<file path="src/rtl/gat_bram_host_bridge.sv">
// Host-to-GAT bridge: per-channel BRAM load with depth tracking, layer start/ready handshake, pipelined feature readback.
// Optional build macro GAT_BRIDGE_CKSUM_EN adds per-channel running write checksums on cksum.
module gat_bram_host_bridge #(
   parameter int NUM_CH      = 3,
   parameter int TOP_WIDTH   = 32,
   parameter int ADDR_W      = 18,
   parameter int FEAT_ADDR_W = 16,
   parameter int RD_LAT      = 2,
   localparam int CH_W       = (NUM_CH > 1) ? $clog2(NUM_CH) : 1
) (
   input  logic                          clk,
   input  logic                          rst,
   input  logic [NUM_CH*(ADDR_W+1)-1:0]  cfg_depth,
   input  logic                          clear,
   input  logic                          wr_en,
   input  logic [CH_W-1:0]               wr_ch,
   input  logic [ADDR_W+1:0]             wr_addr,
   input  logic [TOP_WIDTH-1:0]          wr_data,
   output logic                          wr_ready,
   output logic [NUM_CH-1:0]             bram_ena,
   output logic [NUM_CH-1:0]             bram_wea,
   output logic [NUM_CH*ADDR_W-1:0]      bram_addra,
   output logic [TOP_WIDTH-1:0]          bram_din,
   output logic [NUM_CH-1:0]             load_done,
   output logic                          core_start,
   input  logic                          core_ready,
   input  logic                          rd_req,
   input  logic [FEAT_ADDR_W+1:0]        rd_addr,
   output logic [FEAT_ADDR_W-1:0]        feat_bram_addrb,
   input  logic [TOP_WIDTH-1:0]          feat_bram_dout,
   output logic                          rd_valid,
   output logic [TOP_WIDTH-1:0]          rd_data,
   output logic [2:0]                    err,
`ifdef GAT_BRIDGE_CKSUM_EN
   output logic [NUM_CH*32-1:0]          cksum,
`endif
   output logic [2:0]                    state
);

   localparam int CNT_W = ADDR_W + 1;

   typedef enum logic [2:0] {
      S_IDLE = 3'd0,
      S_LOAD = 3'd1,
      S_ARM  = 3'd2,
      S_BUSY = 3'd3,
      S_DONE = 3'd4
   } state_t;

   state_t            st;
   logic [CNT_W-1:0]  depth_q   [NUM_CH];
   logic [CNT_W-1:0]  cnt_q     [NUM_CH];
   logic [CNT_W-1:0]  depth_eff [NUM_CH];
   logic [CNT_W-1:0]  cnt_nxt   [NUM_CH];
   logic [NUM_CH-1:0] hit_vec;
   logic [NUM_CH-1:0] done_nxt;
   logic              wr_take;
   logic              wr_bad;
   logic              wr_blocked;
   logic              rd_ok;
   logic [ADDR_W-1:0] wr_word;
   logic [RD_LAT:0]   rd_vld_p;
   logic [RD_LAT:0]   rd_ok_p;
   logic              unused_addr_lsbs;

   function automatic logic [CNT_W-1:0] sat_inc(input logic [CNT_W-1:0] v, input logic inc);
      if (inc && (v != '1))
         return v + CNT_W'(1);
      return v;
   endfunction

   assign wr_word          = wr_addr[ADDR_W+1:2];
   assign unused_addr_lsbs = ^{wr_addr[1:0], rd_addr[1:0]};
   assign state            = st;
   assign wr_blocked       = wr_en && ((st == S_ARM) || (st == S_BUSY));
   assign rd_ok            = rd_req && (st == S_DONE);

   // IDLE compares against the live depth so the very first write sees the value being latched.
   always_comb begin
      wr_take  = wr_en && wr_ready;
      hit_vec  = '0;
      done_nxt = '0;
      for (int c = 0; c < NUM_CH; c++) begin
         depth_eff[c] = (st == S_IDLE) ? cfg_depth[c*CNT_W +: CNT_W] : depth_q[c];
         hit_vec[c]   = wr_take && (int'(wr_ch) == c) && ({1'b0, wr_word} < depth_eff[c]);
         cnt_nxt[c]   = sat_inc((st == S_LOAD) ? cnt_q[c] : '0, hit_vec[c]);
         done_nxt[c]  = (cnt_nxt[c] == depth_eff[c]);
      end
      wr_bad = wr_take && (hit_vec == '0);
   end

   always_ff @(posedge clk or posedge rst) begin
      if (rst) begin
         st         <= S_IDLE;
         wr_ready   <= 1'b0;
         core_start <= 1'b0;
         load_done  <= '0;
         err        <= '0;
         bram_ena   <= '0;
         bram_wea   <= '0;
         bram_addra <= '0;
         bram_din   <= '0;
         for (int c = 0; c < NUM_CH; c++) begin
            depth_q[c] <= '0;
            cnt_q[c]   <= '0;
         end
      end else if (clear) begin
         st         <= S_IDLE;
         wr_ready   <= 1'b1;
         core_start <= 1'b0;
         load_done  <= '0;
         err        <= '0;
         bram_ena   <= '0;
         bram_wea   <= '0;
         for (int c = 0; c < NUM_CH; c++)
            cnt_q[c] <= '0;
      end else begin
         bram_ena   <= hit_vec;
         bram_wea   <= hit_vec;
         core_start <= 1'b0;
         for (int c = 0; c < NUM_CH; c++) begin
            if (hit_vec[c])
               bram_addra[c*ADDR_W +: ADDR_W] <= wr_word;
            if (st == S_IDLE)
               depth_q[c] <= depth_eff[c];
         end
         if (|hit_vec)
            bram_din <= wr_data;
         if (wr_blocked)
            err[0] <= 1'b1;
         if (wr_bad)
            err[1] <= 1'b1;
         if (rd_req && (st != S_DONE))
            err[2] <= 1'b1;
         case (st)
            S_IDLE, S_DONE: begin
               wr_ready <= 1'b1;
               if (wr_take) begin
                  st        <= S_LOAD;
                  load_done <= done_nxt;
                  for (int c = 0; c < NUM_CH; c++)
                     cnt_q[c] <= cnt_nxt[c];
               end
            end
            S_LOAD: begin
               load_done <= load_done | done_nxt;
               for (int c = 0; c < NUM_CH; c++)
                  cnt_q[c] <= cnt_nxt[c];
               if (&load_done) begin
                  st       <= S_ARM;
                  wr_ready <= 1'b0;
               end
            end
            S_ARM: begin
               core_start <= 1'b1;
               st         <= S_BUSY;
            end
            S_BUSY: begin
               // core_ready is not honoured in the same cycle as the start pulse.
               if (core_ready && !core_start) begin
                  st       <= S_DONE;
                  wr_ready <= 1'b1;
               end
            end
            default: st <= S_IDLE;
         endcase
      end
   end

   // Read pipeline: stage p0 issues the BRAM address, stage p(RD_LAT+1) captures dout.
   always_ff @(posedge clk or posedge rst) begin
      if (rst) begin
         rd_vld_p        <= '0;
         rd_ok_p         <= '0;
         feat_bram_addrb <= '0;
         rd_valid        <= 1'b0;
         rd_data         <= '0;
      end else begin
         rd_vld_p <= {rd_vld_p[RD_LAT-1:0], rd_req};
         rd_ok_p  <= {rd_ok_p[RD_LAT-1:0], rd_ok};
         if (rd_ok)
            feat_bram_addrb <= rd_addr[FEAT_ADDR_W+1:2];
         rd_valid <= rd_vld_p[RD_LAT];
         rd_data  <= rd_ok_p[RD_LAT] ? feat_bram_dout : '0;
      end
   end

`ifdef GAT_BRIDGE_CKSUM_EN
   logic [31:0] ck_q [NUM_CH];

   always_ff @(posedge clk or posedge rst) begin
      if (rst) begin
         for (int c = 0; c < NUM_CH; c++)
            ck_q[c] <= '0;
      end else if (clear) begin
         for (int c = 0; c < NUM_CH; c++)
            ck_q[c] <= '0;
      end else if ((st == S_LOAD) || (((st == S_IDLE) || (st == S_DONE)) && wr_take)) begin
         for (int c = 0; c < NUM_CH; c++)
            ck_q[c] <= ((st == S_LOAD) ? ck_q[c] : 32'd0) + (hit_vec[c] ? 32'(wr_data) : 32'd0);
      end
   end

   always_comb begin
      cksum = '0;
      for (int c = 0; c < NUM_CH; c++)
         cksum[c*32 +: 32] = ck_q[c];
   end
`endif

endmodule

</file>
<file path="config.mk">
export PLATFORM = sky130hd
export DESIGN_NAME = gat_bram_host_bridge
export DESIGN_NICKNAME = d
export VERILOG_FILES = /design/src/rtl/gat_bram_host_bridge.sv
export SDC_FILE = /design/constraint.sdc
export NUM_CORES = 1
export LEC_CHECK = 0
export ABC_AREA = 1
export CORE_UTILIZATION = 45
export CTS_CLUSTER_SIZE = 14
export DETAILED_ROUTE_END_ITERATION = 16
export DONT_BUFFER_PORTS = 1
export MAX_ROUTING_LAYER = met4
export PLACE_DENSITY_LB_ADDON = 0.12
export SYNTH_ARGS = -nofsm -noshare
export SYNTH_HDL_FRONTEND = slang
export SYNTH_SLANG_ARGS = --single-unit
</file>
<file path="constraint.sdc">
create_clock -name clk -period 10.8 [get_ports clk]
set_input_delay 1.62 -clock clk [delete_from_list [all_inputs] [get_ports clk]]
set_output_delay 1.62 -clock clk [all_outputs]
set_load 0.02 [all_outputs]
</file>
# Word level (Yosys, flattened, before mapping)
# Index checks and enable logic that the tools add are counted.
[classes]
mul = 0
eq_ne = 16
mux = 38
n_addsub = 3
n_shift = 0
n_lt_le_gt_ge = 3
div_mod_pow = 0
reduce_logical = 36
n_bitwise = 2
[ops]
columns = ["cell", "n"]
rows = [
  ["19-bit two-way mux", 12],
  ["57-bit two-way mux", 2],
  ["57-bit case mux with 2 select lines", 1],
  ["19-bit by 1-bit adder with 19-bit output, second input constant", 3],
  ["19-bit == test", 3],
  ["18-bit by 19-bit less-than comparator with 1-bit output", 3],
  ["19-bit != test, second input constant", 3],
  ["32-bit two-way mux", 1],
  ["3-bit two-way mux", 8],
  ["1-bit logical AND", 15],
  ["3-bit case mux with 4 select lines", 1],
  ["2-bit AND reduction", 6],
  ["1-bit two-way mux", 11],
  ["3-bit AND reduction", 3],
  ["3-bit by 2-bit == test with 1-bit output, second input constant", 2],
  ["3-bit zero test", 2],
  ["3-bit by 2-bit != test with 1-bit output, second input constant", 2],
  ["3-bit != test, second input constant", 2],
  ["3-bit case mux with 2 select lines", 1],
  ["2-bit nonzero test", 3],
  ["2-bit == test, second input constant", 2],
  ["4-bit nonzero test", 1],
  ["3-bit by 1-bit == test with 1-bit output, second input constant", 1],
  ["3-bit == test, second input constant", 1],
  ["9 further kinds", 9],
]
[word_totals]
input_bits = 167
mem_count = 0
romBits = 0
regBits = 269
latch_bits = 0
wordCells = 121
mem_bits_rw = 0

# Longest topological paths before layout
# Gate-level depths: netlist (run 1).
[depth]
depth_word = 11
mapped_depth = 32
mapped_depth_nobuf = 28

# Least setup slack after synthesis (run 1)
# OpenSTA, ideal clock, no wires.
[synth_timing]
path_type = "input port to flip-flop"
startpoint = "input cfg_depth[50]"
endpoint = "register bram_din[0]"
setup_time_ps = 125
cell_stages = 17
path_slack_ps = 6955
path_buffers = 2
arrival_time_ps = 3720
required_ps = 10675
cell_sequence = "inv_1 o21ai_0 inv_1 ha_1 a21oi_1 o21ai_0 nor2_1 o21ai_0 nor2_1 nand2_1 inv_1 buf_2 nand2_1 nand3_1 nand2_1 buf_2 mux2_2"
[synth_between]
elab_chain_cells = 5
[synth_rtl]
columns = ["element", "line", "text"]
rows = [
  ["start, declared", "13", "input logic [NUM_CH*(ADDR_W+1)-1:0] cfg_depth,"],
  ["19-bit two-way mux", "84", "depth_eff[c] = (st == S_IDLE) ? cfg_depth[c*CNT_W +: CNT_W] : depth_q[c];"],
  ["18-bit by 19-bit less-than comparator with 1-bit output", "85", "hit_vec[c] = wr_take && (int'(wr_ch) == c) && ({1'b0, wr_word} < depth_eff[c]);"],
  ["1-bit logical AND", "85", ""],
  ["3-bit OR reduction", "127", "if (|hit_vec)"],
  ["2-bit AND reduction (no line)", "-", ""],
  ["end signal, assigned", "128", "bram_din <= wr_data;"],
  ["end, declared", "23", "output logic [TOP_WIDTH-1:0] bram_din,"],
]
# Every way passes these cells.
# A chain may end at the register's enable or synchronous reset.

# Final worst setup path (run 1)
[layout_timing]
startpoint = "register st[2], in the netlist state[2]"
endpoint = "register load_done[1]"
[layout_between]
elab_chain_cells = 11
word_cells_on_any_way = 22
[layout_rtl]
columns = ["element", "line", "text"]
rows = [
  ["start, declared", "50", "state_t st;"],
  ["start signal, assigned", "94", "st <= S_IDLE;"],
  ["start signal, assigned", "108", "st <= S_IDLE;"],
  ["start signal, assigned", "139", "st <= S_LOAD;"],
  ["3-bit zero test", "84, 135", ""],
  ["19-bit two-way mux", "84", ""],
  ["18-bit by 19-bit less-than comparator with 1-bit output", "85", ""],
  ["1-bit logical AND", "85", ""],
  ["1-bit logical AND", "67", "if (inc && (v != '1))"],
  ["1-bit two-way mux", "67", ""],
  ["19-bit two-way mux", "69", "return v;"],
  ["19-bit == test", "87", "done_nxt[c] = (cnt_nxt[c] == depth_eff[c]);"],
  ["3-bit OR / 3-bit two-way mux (equally long branches)", "146, 138", ""],
  ["3-bit case mux with 2 select lines", "135", "case (st)"],
  ["3-bit two-way mux", "107", "end else if (clear) begin"],
  ["end signal, assigned", "140", "load_done <= done_nxt;"],
  ["end signal, assigned", "146", "load_done <= load_done | done_nxt;"],
  ["end, declared", "24", "output logic [NUM_CH-1:0] load_done,"],
]
# Several ways; a longest one is shown, not always the timed one. The select of a mux whose other input is x is not followed.

==> flow_summary.yaml, run 1 <==
outcome:
  outcome: "completed"
drt:
  drc: 0
  via_count: 13300
  vias_per_cell: 5.47
  drtIter0Drc: 1113
  firstDrtPassIters: 6
  ant_nets: 0
  wl_per_cell_um: 19.5
  drt-total-wl_um: 47400
hold_path:
  hold-path-endpoint: "rd_vld_p[1]"
  holdPathStages: 0
  hold_start: "rd_vld_p[0]"
  hold_class: "reg -> reg"
placed_design:
  port_buffers: 0
  dp_cells: 2373
  dpl_cell_area_um2: 15800
  gp_congestion: 0.992
  dpl.hpwl_um: 33800
power_and_ir_drop:
  p_comb_frac: 0.406
  p_per_area_nw_per_um2: 291
  peakVddDrop_v: 0.000173
  seqPwrFrac: 0.375
  internal_power_mw: 2.66
  total_power_mw: 4.88
  pwr-share-clk: 0.218
  p_leak_nw: 8.25
  switching_share: 0.456
  power.switching_mw: 2.22
worst_setup_path:
  path_class: "reg -> reg"
  r2r_setup_slack_ps: 4370
  cp_max_fo: 77
  start_kind: "flop"
  required_ps: 11300
  ff2ff_path_depth: 27
  crit_arrival_ps: 6940
  r2r_end: "load_done[1]"
  end_kind: "flop"
  r2r-start: "state[2]"
logic_synthesis:
  netlist_area_um2: 15500
  syn_area_per_cell_um2: 7.77
  yosysTopAreaCell: "dfrtp_1"
  async_flop_share: 1.00
  synth_top_area_share: 0.434
  synthCells: 1994
  ys_dominant_reg_cell: "dfrtp_1"
  syn_nets: 2209
  synth_edf_count: 0
  ys_ff_latch: 269
  yosysUniqueCellTypes: 42
  yosysSeqAreaShare: 0.434
  synth.area.top_cells: "dfrtp_1 43%, nand2_1 14%, inv_1 6.2%"
  ys_warn_count: 0
timing:
  period_needed_ps: 6430
  finalSetupTns_ps: 0
  finalHoldViolations: 0
  skew_ps: 16.7
  relSlewSlack: 0.272
  setup_viol: 0
  fmax_mhz: 155
  min_period_over_period: 0.596
  slew_violations: 0
  rsz0062_at_grt: "false"
  worst_pin_slew_ps: 1090
cells_and_area:
  fillCellCount: 3274
  drive_gt1_frac: 0.100
  fin_nets: 2171
  final_cell_mix: "557 x nand2_1, 269 x dfrtp_1, 252 x inv_1"
  fin_cells: 2429
  design_area_um2: 16800
  area_delta_synth_final_pct: 8.29
  mostFrequentLayoutCell: "nand2_1"
global_route:
  antenna_found_initial: 2
  grt_pass1_wl_um: 72900
  globalRouteOverflowTotal: 0
  grt_pass1_vias: 12700
  grt_usage: 0.274
  grt_max_degree: 143
clock_tree:
  cts_buffers: 29
  path_clk_slew_ps: 60
  cts_setup_buffers: 0
  cts_root_buf: "clkbuf_16"
  cts_resized: 0
  h-tree-depth: 1
  tritoncts: "done"
  cts_buffer_depth: 3
  postCtsHoldBufs: 0
  cts_sinks: 269
  clk_latency_ps: 570
floorplanning:
  row_count: 67
  io_pins: 319
  initial_core_util: 0.460
  core_um2: 33700
  die-area_um2: 35200
  die_h_um: 188
  die_w_um: 188
job:
  drv_cap: 0
## registers in the layout (all words and copies together) (netlist names), 16 cells and up
name and count:
bram_addra 54, cnt_q 57, depth_q 57, rd_data 32
bram_din 32, feat_bram_addrb 16
## cells in the mapped netlist, types with 5 or more instances
| cell type | n |
|---|---|
| clkbuf_1 | 39 |
| o21a_1 | 6 |
| mux2_2 | 80 |
| buf_2 | 24 |
| a21oi_1 | 29 |
| buf_4 | 13 |
| o21ai_0 | 141 |
| xnor2_1 | 13 |
| nand3_1 | 150 |
| nand2_1 | 558 |
| nor3_1 | 12 |
| o22ai_1 | 32 |
| xor2_1 | 33 |
| or2_2 | 29 |
| nand4_1 | 58 |
| inv_1 | 254 |
| nand3b_1 | 5 |
| nor2_1 | 151 |
| dfrtp_1 | 269 |
| ha_1 | 48 |
## cell type report
type | count | area, um2 | share of cell area
Multi-Input combinational cell | 1387 | 7400 | 0.441
Sequential cell | 269 | 6730 | 0.401
Inverter | 257 | 972 | 0.0579
Clock buffer | 34 | 764 | 0.0456
Tap cell | 448 | 561 | 0.0334
Clock inverter | 20 | 255 | 0.0152
Timing Repair Buffer | 12 | 90.1 | 0.00537
Antenna cell | 2 | 5.00 | 0.000298
## power by group through the flow
stage,Clock (mW),Combinational (mW),Sequential [mW]
final,1.07,1.98,1.83
after global routing,1.12,2.25,1.87
after CTS,1.09,1.98,1.84
after detailed placement,0,1.97,1.85
after global placement,0,1.92,1.84
after floorplan,0,1.49,1.76
## per-stage QoR
step	hold slack, ps	util	worst slack [ps]
2_1_floorplan	331	-	1770
3_3_place_gp	332	0.467	4460
3_5_place_dp	335	0.467	4430
4_1_cts	349	0.498	4410
5_1_grt	353	0.498	3840
6_report	348	0.498	4370
## metal layers
| metal | vias to the layer above | GRT usage | routed length [um] |
|---|---|---|---|
| li1 | 6356 | - | - |
| met1 | 6353 | 0.354 | 20000 |
| met2 | 482 | 0.445 | 22500 |
| met3 | 87 | 0.0410 | 3340 |
| met4 | 0 | 0.0844 | 1460 |
| met5 | - | - | 0 |
## logic make-up (layout without fill, tap and decap cells)
kind of cell               Yosys count  count (layout)  synth area share
muxes                               83              83            0.0601
buffers and inverters              338             323            0.0889
adders and majority gates           48              48            0.0388
AOI/OAI and AO/OA                  224             224            0.0780
xor gates and xnor gates            46              46            0.0260
and+or+nand+nor                    986             986             0.274
DFF                                269             269             0.434
other                                0               2                 0
## worst max-delay path by stage
stage,depth (start not counted),to,start
2_1_floorplan,1,bram_addra[0],rst
3_3_place_gp,27,load_done[1],state[2]
3_5_place_dp,27,load_done[1],state[2]
4_1_cts,27,load_done[1],state[2]
5_1_grt,27,load_done[1],state[2]
6_report,27,load_done[1],state[2]
## worst max-delay path: stages (launching register included)
cell	delay [ps]
dfrtp_1	640
inv_2	210
nand2_2	100
buf_4	590
inv_1	440
buf_4	360
or2_2	290
o21ai_0	280
ha_1	370
a21oi_1	130
nor2_1	50
o21ai_0	130
nand2_1	70
a21oi_1	130
nand2_1	60
inv_1	550
nand3_2	630
inv_1	430
nand2_1	130
nand2_1	100
nand2_1	50
nand2_1	60
nand3_1	90
nor2_1	160
nand2_1	90
nand2_1	60
nand2_1	50
nand2_1	60
No activity file was read; power rests on OpenSTA's default activity.
==> run 2, diff against run 1 <==
==> constraint.sdc (replaced) <==
create_clock -name clk -period 5.4 [get_ports clk]
set_input_delay 0.81 -clock clk [delete_from_list [all_inputs] [get_ports clk]]
set_output_delay 0.81 -clock clk [all_outputs]
set_load 0.02 [all_outputs]
==> flow_summary.yaml, run 2 (synthesized netlist as in run 1, its figures left out) <==
worst_setup_path:
  critPathMaxStageDelay_ps: 640
  crit_arrival_ps: 5370
  cp_max_fo: 24
  cp_slowest_cell: "dfrtp_1"
  required_ps: 5920
  r2r_setup_slack_ps: 560
  path_common_cell: "nand2_1"
  end_kind: "flop"
  path_class: "reg -> reg"
  start_kind: "flop"
cells_and_area:
  fillCellCount: 3283
  largestRegisters: "cnt_q (57), depth_q (57), bram_addra (54)"
  fin_nets: 2190
  multi_input_area_um2: 7400
  mostFrequentLayoutCell: "nand2_1"
  seqCellArea_um2: 6730
  fin_cells: 2446
  drive_gt1_frac: 0.108
  design_area_um2: 16900
  final_cell_mix: "557 x nand2_1, 269 x dfrtp_1, 252 x inv_1"
  utilization: 0.503
  area_delta_synth_final_pct: 9.31
power_and_ir_drop:
  p_per_area_nw_per_um2: 578
  peakVddDrop_v: 0.000360
  p_leak_nw: 8.33
  total_power_mw: 9.79
timing:
  fmax_mhz: 207
  finalSetupTns_ps: 0
  worst_pin_slew_ps: 1060
  period_needed_ps: 4840
  skew_ps: 14.2
  min_period_over_period: 0.897
  slew_violations: 0
  finalHoldViolations: 0
  rsz0062_at_grt: "false"
  relSlewSlack: 0.292
  setup_viol: 0
placed_design:
  gp_congestion: 0.944
  dp_cells: 2390
  port_buffers: 0
  dpl_cell_area_um2: 15900
  dpl.hpwl_um: 34100
clock_tree:
  cts_root_buf: "clkbuf_16"
  tritoncts: "done"
  h-tree-depth: 1
  cts_setup_buffers: 0
  clk_latency_ps: 590
  cts_sinks: 269
  postCtsHoldBufs: 0
  cts_buffers: 31
  path_clk_slew_ps: 60
  cts_resized: 0
  cts_buffer_depth: 3
job:
  drv_cap: 0
floorplanning:
  io_pins: 319
  initial_core_util: 0.460
  core_um2: 33700
  die_h_um: 188
  die-area_um2: 35200
  die_w_um: 188
  row_count: 67
drt:
  drt-total-wl_um: 47000
  drtIter0Drc: 998
  firstDrtPassIters: 6
  ant_nets: 0
  via_count: 13200
  wl_per_cell_um: 19.2
  vias_per_cell: 5.40
  drc: 0
global_route:
  grt_pass1_vias: 12700
  grt_usage: 0.273
  antenna_found_initial: 3
  grt_max_degree: 115
  globalRouteOverflowTotal: 0
  grt_pass1_wl_um: 72500
outcome:
  outcome: "completed"
hold_path:
  hold_class: "in -> async"
-- run 2: cell count changes in the layout (fill, tap and decap cells not counted), moves of 2 or more --
cell	delta
buf_4	+15
clkinvlp_4	+4
clkinv_2	-3
buf_12	+2
bufinv_16	-2
clkbuf_1	-2
clkbuf_16	+2
-- run 2: final timing paths --
| kind | from | to | cells after the start |
|---|---|---|---|
| max | state[2] | load_done[1] | 28 |
| min | rst | depth_q[49] | 1 |
| max reg2reg | state[2] | load_done[1] | 28 |
| min reg2reg | rd_ok_p[0] | rd_ok_p[1] | 0 |
| max in group asynchronous | rst | feat_bram_addrb[12] | 2 |
| min in group clk | rd_req | rd_vld_p[0] | 0 |
-- run 2: power by group --
part,switching [mW],leakage [nW],internal [mW],total [mW]
registers,0.963,3.45,2.70,3.67
clock network,0.892,0.488,1.24,2.13
logic,2.59,4.39,1.40,4.00
-- run 2: layout make-up --
cell class | instances | share of cell area
multi-input combinational | 1387 | 0.437
sequential | 269 | 0.397
inverter | 257 | 0.0572
clock buffer | 35 | 0.0485
tap | 448 | 0.0331
timing repair buffer | 29 | 0.0143
clock inverter | 18 | 0.0121
antenna | 3 | 0.000443
-- run 2: per-stage QoR --
step | setup WS [ps] | hold WS (ps)
after floorplan | 1040 | 331
final | 557 | 106
after CTS | 664 | 88.8
after detailed placement | 689 | 335
after global placement | 646 | 333
after global routing | 183 | 114
-- run 2: critical path: cells and delay by family, from the launching register on --
kind	cells	cell delay, ps
AOI/OAI and AO/OA	4	740
adders and majority gates	1	380
DFF	1	640
buffers and inverters	6	1190
and+or+nand+nor	17	1810
-- run 2: routing by layer --
metal	vias to the layer above	track usage	wire length, um
met5	-	-	0
met2	474	0.433	22000
met1	6244	0.347	20100
met4	0	0.111	1930
li1	6394	-	-
met3	101	0.0457	2990
==> run 3, diff against run 2 <==
--- a/config.mk
+++ b/config.mk
@@ -7,6 +7,7 @@
 export LEC_CHECK = 0
 export ABC_AREA = 1
 export CORE_UTILIZATION = 45
+export CTS_BUF_LIST = sky130_fd_sc_hd__clkbuf_16
 export CTS_CLUSTER_SIZE = 14
 export DETAILED_ROUTE_END_ITERATION = 16
 export DONT_BUFFER_PORTS = 1
==> flow_summary.yaml, run 3 (synthesized netlist as in run 1, its figures left out) <==
timing:
  period_needed_ps: 4750
  fmax_mhz: 211
  finalSetupTns_ps: 0
  relSlewSlack: 0.299
  min_period_over_period: 0.880
  worst_pin_slew_ps: 1050
  finalHoldViolations: 0
  skew_ps: 14.4
  rsz0062_at_grt: "false"
  slew_violations: 0
  setup_viol: 0
global_route:
  grt_usage: 0.273
  globalRouteOverflowTotal: 0
  antenna_found_initial: 3
  grt_max_degree: 115
  grt_pass1_vias: 12700
  grt_pass1_wl_um: 72500
cells_and_area:
  fin_nets: 2190
  utilization: 0.502
  area_delta_synth_final_pct: 9.12
  final_cell_mix: "557 x nand2_1, 269 x dfrtp_1, 253 x inv_1"
  mostFrequentLayoutCell: "nand2_1"
  seqCellArea_um2: 6730
  fin_cells: 2446
  design_area_um2: 16900
  drive_gt1_frac: 0.107
  largestRegisters: "cnt_q (57), depth_q (57), bram_addra (54)"
  fillCellCount: 3284
  multi_input_area_um2: 7400
drt:
  wl_per_cell_um: 19.1
  vias_per_cell: 5.41
  drtIter0Drc: 961
  drc: 0
  ant_nets: 0
  drt-total-wl_um: 46800
  via_count: 13200
  firstDrtPassIters: 5
placed_design:
  dpl.hpwl_um: 34100
  dpl_cell_area_um2: 15900
  port_buffers: 0
  dp_cells: 2390
  gp_congestion: 0.944
worst_setup_path:
  path_class: "reg -> reg"
  r2r-start: "state[2]"
  crit_arrival_ps: 5270
  required_ps: 5920
  critPathMaxStageDelay_ps: 640
  r2r_end: "load_done[1]"
  cp_max_fo: 24
  ff2ff_path_depth: 28
  start_kind: "flop"
  cp_slowest_cell: "dfrtp_1"
  r2r_setup_slack_ps: 650
  end_kind: "flop"
  path_common_cell: "nand2_1"
clock_tree:
  cts_resized: 0
  cts_sinks: 269
  cts_root_buf: "clkbuf_16"
  path_clk_slew_ps: 60
  h-tree-depth: 1
  cts_buffer_depth: 3
  clk_latency_ps: 590
  cts_setup_buffers: 0
  cts_buffers: 31
  postCtsHoldBufs: 0
  tritoncts: "done"
power_and_ir_drop:
  power.switching_mw: 4.44
  p_per_area_nw_per_um2: 576
  internal_power_mw: 5.30
  peakVddDrop_v: 0.000356
  seqPwrFrac: 0.376
  p_comb_frac: 0.410
  total_power_mw: 9.74
  p_leak_nw: 8.32
  switching_share: 0.456
  pwr-share-clk: 0.214
hold_path:
  hold_class: "in -> async"
floorplanning:
  core_um2: 33700
  die_h_um: 188
  io_pins: 319
  initial_core_util: 0.460
  row_count: 67
  die-area_um2: 35200
  die_w_um: 188
outcome:
  outcome: "completed"
job:
  drv_cap: 0
==> run 3: per-layer routing <==
| metal | global-route usage | share of wire |
|---|---|---|
| met1 | 0.348 | 0.42 |
| met2 | 0.434 | 0.47 |
| met3 | 0.0447 | 0.068 |
| met4 | 0.109 | 0.040 |
| met5 | - | 0 |
==> run 3: per-stage QoR <==
| stage | worst slack (ps) | hold slack, ps |
|---|---|---|
| floorplan | 1040 | 331 |
| global placement | 646 | 333 |
| detailed placement | 689 | 335 |
| CTS | 664 | 88.8 |
| global route | 183 | 114 |
| finish | 650 | 107 |
==> run 3: cell type report <==
type,instances,area share
clock buffer,31,0.0459
multi-input combinational,1387,0.438
timing repair buffer,29,0.0144
clock inverter,22,0.0130
antenna,3,0.000444
tap,448,0.0332
inverter,257,0.0573
sequential,269,0.398
==> run 3: worst max path at each step <==
stage              from       endpoint  slack [ps]  depth (start not counted)
4_1_cts        state[2]   load_done[1]         660                         28
3_5_place_dp   state[2]   load_done[1]         690                         28
6_report       state[2]   load_done[1]         650                         28
3_3_place_gp   state[2]   load_done[1]         650                         28
2_1_floorplan       rst  bram_addra[0]        1040                          1
5_1_grt        state[2]   load_done[2]         180                         25
==> run 3: critical path, delay by kind of cell, from the launching register on <==
family,cells,cell delay [ps]
AO/OA/AOI/OAI,4,720
adder cells (fa/ha/maj),1,370
buffers and inverters,6,1180
flip-flops,1,640
AND/OR/NAND/NOR,17,1760
==> run 3: power groups by stage <==
stage	clock network (mW)	registers, mW	logic, mW
2_1_floorplan	0	3.53	2.97
3_3_place_gp	0	3.69	3.91
3_5_place_dp	0	3.70	3.99
4_1_cts	2.14	3.68	4.01
5_1_grt	2.21	3.74	4.55
6_report	2.08	3.66	3.99
